===== config.mk =====
export PLATFORM = sky130hd
export DESIGN_NAME = x_uart_rx_word
export DESIGN_NICKNAME = d
export VERILOG_FILES = /design/src/rtl/x_uart_pkg.sv /design/src/rtl/x_uart_rx_byte.sv /design/src/rtl/x_uart_rx_word.sv
export SDC_FILE = /design/constraint.sdc
export NUM_CORES = 1
export LEC_CHECK = 0
export BUFFER_PORTS_ARGS = -buffer_cell sky130_fd_sc_hd__clkbuf_2
export CAP_MARGIN = 20
export CORE_MARGIN = 5
export CORE_UTILIZATION = 59
export CTS_CLUSTER_DIAMETER = 150
export DETAILED_ROUTE_END_ITERATION = 12
export PLACE_DENSITY_LB_ADDON = 0.2
export SLEW_MARGIN = 20
export SYNTH_ARGS = -nofsm -noshare
export SYNTH_HDL_FRONTEND = slang
export SYNTH_HIERARCHICAL = 1
export SYNTH_SLANG_ARGS = --single-unit

===== constraint.sdc =====
create_clock -name i_clk -period 3.8 [get_ports i_clk]
set_input_delay 0.38 -clock i_clk [delete_from_list [all_inputs] [get_ports i_clk]]
set_output_delay 0.38 -clock i_clk [all_outputs]
set_load 0.02 [all_outputs]

===== src/rtl/x_uart_pkg.sv =====
// Shared UART types and helpers for the RX and TX sides.
// Holds no logic, so it has no latency and no backpressure.
package x_uart_pkg;

  typedef enum logic [2:0] {IDLE, START, DATA, STOP, BREAK} rx_state_t;

  // Clock cycles per bit, rounded to the nearest whole cycle.
  function automatic int clks_per_bit(input int hz, input int baud);
    return (hz + baud / 2) / baud;
  endfunction

endpackage


===== src/rtl/x_uart_rx_byte.sv =====
// 8N1 byte receiver. o_byte/o_byte_valid and o_frame_err appear one cycle after the stop sample.
// There is no backpressure: every pulse lasts one cycle. o_accept/o_shift expose the stop-sample cycle.
module x_uart_rx_byte
  import x_uart_pkg::*;
#(
  parameter int p_clk_hz = 16875000,
  parameter int p_baud   = 115200
) (
  input  logic       i_clk,
  input  logic       i_nrst,
  input  logic       i_uart_rx,
  output logic [7:0] o_byte,
  output logic       o_byte_valid,
  output logic       o_frame_err,
  output logic       o_accept,
  output logic [7:0] o_shift,
  output logic       o_idle
);

  localparam int CPB  = clks_per_bit(p_clk_hz, p_baud);
  localparam int HALF = CPB / 2;
  localparam int CW   = $clog2(CPB);
  localparam logic [CW-1:0] CNT_LAST = CW'(CPB - 1);
  localparam logic [CW-1:0] CNT_HALF = CW'(HALF - 1);

  rx_state_t     state;
  logic          rx_meta;
  logic          rx_s;
  logic [CW-1:0] cnt;
  logic [2:0]    bit_idx;
  logic [7:0]    shreg;

  // The word assembler must latch on the stop-sample edge so that o_valid lines up with o_byte_valid.
  assign o_accept = (state == STOP) && (cnt == CNT_LAST) && rx_s;
  assign o_shift  = shreg;
  assign o_idle   = (state == IDLE);

  always_ff @(posedge i_clk) begin
    if (!i_nrst) begin
      rx_meta      <= 1'b1;
      rx_s         <= 1'b1;
      state        <= IDLE;
      cnt          <= '0;
      bit_idx      <= '0;
      shreg        <= '0;
      o_byte       <= '0;
      o_byte_valid <= 1'b0;
      o_frame_err  <= 1'b0;
    end else begin
      rx_meta      <= i_uart_rx;
      rx_s         <= rx_meta;
      o_byte_valid <= 1'b0;
      o_frame_err  <= 1'b0;
      case (state)
        IDLE: begin
          cnt <= '0;
          if (!rx_s) state <= START;
        end
        START: begin
          if (cnt == CNT_HALF) begin
            cnt     <= '0;
            bit_idx <= '0;
            state   <= rx_s ? IDLE : DATA;
          end else begin
            cnt <= cnt + CW'(1);
          end
        end
        DATA: begin
          if (cnt == CNT_LAST) begin
            cnt     <= '0;
            shreg   <= {rx_s, shreg[7:1]};
            bit_idx <= bit_idx + 3'd1;
            if (bit_idx == 3'd7) state <= STOP;
          end else begin
            cnt <= cnt + CW'(1);
          end
        end
        STOP: begin
          if (cnt == CNT_LAST) begin
            cnt <= '0;
            if (rx_s) begin
              o_byte       <= shreg;
              o_byte_valid <= 1'b1;
              state        <= IDLE;
            end else begin
              o_frame_err <= 1'b1;
              state       <= BREAK;
            end
          end else begin
            cnt <= cnt + CW'(1);
          end
        end
        BREAK: begin
          if (rx_s) state <= IDLE;
        end
        default: state <= IDLE;
      endcase
    end
  end

endmodule


===== src/rtl/x_uart_rx_word.sv =====
// UART receiver that packs 8N1 bytes into a p_length-bit word; o_valid coincides with the final o_byte_valid.
// There is no backpressure: the outputs are single-cycle pulses, and an idle timeout drops a partial word.
module x_uart_rx_word
  import x_uart_pkg::*;
#(
  parameter int p_length       = 256,
  parameter int p_clk_hz       = 16875000,
  parameter int p_baud         = 115200,
  parameter int p_timeout_bits = 20
) (
  input  logic                i_clk,
  input  logic                i_nrst,
  input  logic                i_uart_rx,
  output logic [p_length-1:0] o_data,
  output logic                o_valid,
  output logic [7:0]          o_byte,
  output logic                o_byte_valid,
  output logic                o_frame_err
);

  localparam int CPB    = clks_per_bit(p_clk_hz, p_baud);
  localparam int NBYTES = p_length / 8;
  localparam int BIW    = (NBYTES > 1) ? $clog2(NBYTES) : 1;
  localparam int TO_CYC = p_timeout_bits * CPB;
  localparam int TW     = $clog2(TO_CYC + 1);
  localparam logic [BIW-1:0] LAST_IDX = BIW'(NBYTES - 1);
  localparam logic [TW-1:0]  TO_LAST  = TW'(TO_CYC - 1);
  localparam logic [TW-1:0]  TO_SAT   = TW'(TO_CYC);

  logic                accept;
  logic                rx_idle;
  logic [7:0]          shift;
  logic [BIW-1:0]      byte_idx;
  logic [TW-1:0]       idle_cnt;
  logic [p_length-1:0] buffer;
  logic [p_length-1:0] buffer_nxt;

  x_uart_rx_byte #(
    .p_clk_hz (p_clk_hz),
    .p_baud   (p_baud)
  ) u_byte (
    .i_clk        (i_clk),
    .i_nrst       (i_nrst),
    .i_uart_rx    (i_uart_rx),
    .o_byte       (o_byte),
    .o_byte_valid (o_byte_valid),
    .o_frame_err  (o_frame_err),
    .o_accept     (accept),
    .o_shift      (shift),
    .o_idle       (rx_idle)
  );

  always_comb begin
    buffer_nxt = buffer;
    buffer_nxt[byte_idx*8 +: 8] = shift;
  end

  always_ff @(posedge i_clk) begin
    if (!i_nrst) begin
      byte_idx <= '0;
      idle_cnt <= '0;
      buffer   <= '0;
      o_data   <= '0;
      o_valid  <= 1'b0;
    end else begin
      o_valid <= 1'b0;
      if (accept) begin
        buffer <= buffer_nxt;
        if (byte_idx == LAST_IDX) begin
          o_data   <= buffer_nxt;
          o_valid  <= 1'b1;
          byte_idx <= '0;
        end else begin
          byte_idx <= byte_idx + BIW'(1);
        end
      end else if (rx_idle && (byte_idx != '0) && (idle_cnt == TO_LAST)) begin
        // A stalled host loses its partial word, which realigns the next word to lane 0.
        byte_idx <= '0;
      end
      if (!rx_idle || (byte_idx == '0)) begin
        idle_cnt <= '0;
      end else if (idle_cnt != TO_SAT) begin
        idle_cnt <= idle_cnt + TW'(1);
      end
    end
  end

endmodule


==> qor.yml <==
clockPowerShare: 0.477
drc_errors: 0
comb_power_share: 0.011
cts_buffers: 55
critical_path_class: "reg -> reg"
leakagePower_nw: 11.2
status: "finished clean"
hold_buffers: 1
max_freq_mhz: 318
clockBufferDepth: 3
tritoncts: "yes"
area_growth_pct: 14.0
cp_data_arrival_time_ns: 3.59
slew_viol_final: 0
power.density_nw_per_um2: 411
rows: 75
grt_max_degree: 261
synth-seq-cells: 564
fin_skew_ns: 0.0272
num_io_pins: 270
power.share.switching: 0.212
cts.sinks: 564
synth_area_leader_cell: "dfxtp_1"
synth_nets: 2816
synthTopCellsByCount: "dfxtp_1, o21ai_0, nand2_1"
clock-root-buffer: "clkbuf_16"
wirelength_mm: 77.5
cp_max_fo: 22
synth_warnings: 6
avgSynthCellArea_sq_um: 8.82
grt_use_total: 0.319
hold_class: "in -> reg"
instances_no_fill: 3535
worst_slew_pin_slew_ns: 1.07
synth_area_sq_um: 24700
finalCritPeriodShare: 0.828
clk_pin_slew_ns: 0.06
synth-async-reset-ratio: 0
endpoint_kind: "flip-flop"
vias_per_cell: 6.41
num_antenna_cells: 0
setup-tns-final_ns: 0
drt-initial-drc-count: 2658
ff2ff_path_depth: 6
grt_pass1_vias: 21600
fin_util: 0.676
cap_viol_max_count: 0
hold_slack_ns: 0.138
drt-met1-wl_mm: 31.4
layout-drive-gt1-share: 0.165
ir_drop_mv: 0.355
hp-start: "i_nrst"
grt_pass1_wl_mm: 121
p_switching_mw: 2.45
place.gp.congestion: 0.900
wl_met3_mm: 6.34
synth-main-ff-cell: "dfxtp_1"
synth-edff-count: 0
io_buffers: 269
worst_slack_ns: 0.654
start_kind: "flip-flop"
synth_area_leaders: "dfxtp_1, mux2i_1, o21ai_0"
rsz0062_at_grt: "false"
die-area_sq_um: 46100
share_seq_of_total_power: 0.512
hold_depth: 2
dpl.cell_count: 3433
n_fill_cell: 3439
wl_met2_mm: 36.4
synth.distinct_cells: 82
nets: 2966
grt_antenna_before_repair: 1
synth_seq_area_share: 0.457
synth_top_area_share: 0.457
final-setup-viol-count: 0
reg2reg_from: "byte_idx[0]$_SDFFE_PN0P_"
core_area_sq_um: 41700
top_layer_used: "met4"
initial_core_util: 0.593
grt.overflow.total: 0
antenna_left: 0
cts_max_level: 2
netlist_instances: 2802
synth_most_common_cell: "dfxtp_1"
dp.final_hpwl_mm: 51.6
relSlewSlack: 0.287
preCtsSetupSlack_ns: 0.719
reg2reg_to: "o_data[21]$_SDFFE_PN0P_"
vias: 22600
die_w_um: 215
ctsResizeCount: 0
die_y_um: 215
p_int_mw: 9.11
post-route-min-period_ns: 3.15
hold_end: "u_byte/rx_meta$_SDFF_PN1_"
drt-wirelength-per-cell_um: 21.9
hold_violations: 0
post_cts_buffers: 0
insertion_delay_ns: 0.62
required_ns: 4.24
r2r_slack_ns: 0.65
dr.pass1.iters: 6
## cell families after synthesis
kind of cell    synth area share
mux                       0.0851
flops                      0.457
simple gates               0.160
compound gates             0.222
xor+xnor                 0.00491
buf+inv                   0.0652
fa+ha+maj                0.00557
## worst max-delay path by stage
stage                                        start                        to  cells after the start
after floorplan           byte_idx[0]$_SDFFE_PN0P_   o_data[89]$_SDFFE_PN0P_                     14
after global placement    byte_idx[0]$_SDFFE_PN0P_  o_data[147]$_SDFFE_PN0P_                      6
after detailed placement  byte_idx[0]$_SDFFE_PN0P_  o_data[234]$_SDFFE_PN0P_                      9
after CTS                 byte_idx[0]$_SDFFE_PN0P_  o_data[234]$_SDFFE_PN0P_                      9
after global routing      byte_idx[0]$_SDFFE_PN0P_  o_data[234]$_SDFFE_PN0P_                      9
final                     byte_idx[0]$_SDFFE_PN0P_   o_data[21]$_SDFFE_PN0P_                      6
## critical path, cell delays in order (launching register included)
cell      delay, ns
dfxtp_1        0.32
inv_1          0.06
ha_1           0.73
nor3b_1        0.56
o211ai_1       0.34
nor2_1         0.72
a221oi_1       0.22
## metrics by stage
stage          instance area, sq um  total power [mW]
6_report                      28200              11.6
2_1_floorplan                 24700              6.15
5_1_grt                       28200              11.9
4_1_cts                       28200              11.6
3_5_place_dp                  26300              6.18
3_3_place_gp                  26300              6.17
## flip-flops by register name, indices dropped and copies added (netlist names)
| signal | cells |
|---|---|
| u_byte/rx_meta | 1 |
| o_data | 256 |
| u_byte/o_frame_err | 1 |
| byte_idx | 5 |
| idle_cnt | 12 |
| u_byte/o_byte | 8 |
| u_byte/bit_idx | 3 |
| u_byte/cnt | 8 |
| buffer | 256 |
| u_byte/state | 3 |
| u_byte/o_shift | 8 |
| u_byte/o_byte_valid | 1 |
| o_valid | 1 |
| u_byte/rx_s | 1 |
## power groups by stage
stage	Clock [mW]	Sequential, mW	Combinational, mW
4_1_cts	5.54	5.92	0.129
3_5_place_dp	0	6.05	0.129
6_report	5.52	5.92	0.133
5_1_grt	5.83	5.91	0.143
2_1_floorplan	0	6.05	0.105
3_3_place_gp	0	6.05	0.125
## cell type report
class / count / area (sq um) / share of cell area
clock inverter: 19 / 165 / 0.00586
inverter: 157 / 589 / 0.0209
sequential: 564 / 11300 / 0.401
timing repair buffer: 334 / 1910 / 0.0678
tap: 539 / 674 / 0.0239
multi-input combinational: 1840 / 11900 / 0.421
clock buffer: 82 / 1670 / 0.0593
## cells in the final DEF, fill, tap and decap left out, types with 31 or more instances in the layout
cell type / n
dfxtp_1: 564
o21ai_0: 396
nand2_1: 280
clkbuf_2: 268
mux2i_1: 208
nand3_1: 165
inv_1: 155
a221oi_1: 145
a21oi_1: 97
a31oi_1: 91
a21boi_0: 64
buf_4: 59
nor2_1: 58
clkbuf_16: 56
a211oi_1: 31
## metal layers
metal | track usage | up-vias
met3 | 0.0600 | 207
met2 | 0.514 | 1086
met4 | 0.126 | 0
met5 | 0 | -
li1 | - | 10400
met1 | 0.426 | 11000
(Power assumes the default switching activity.)
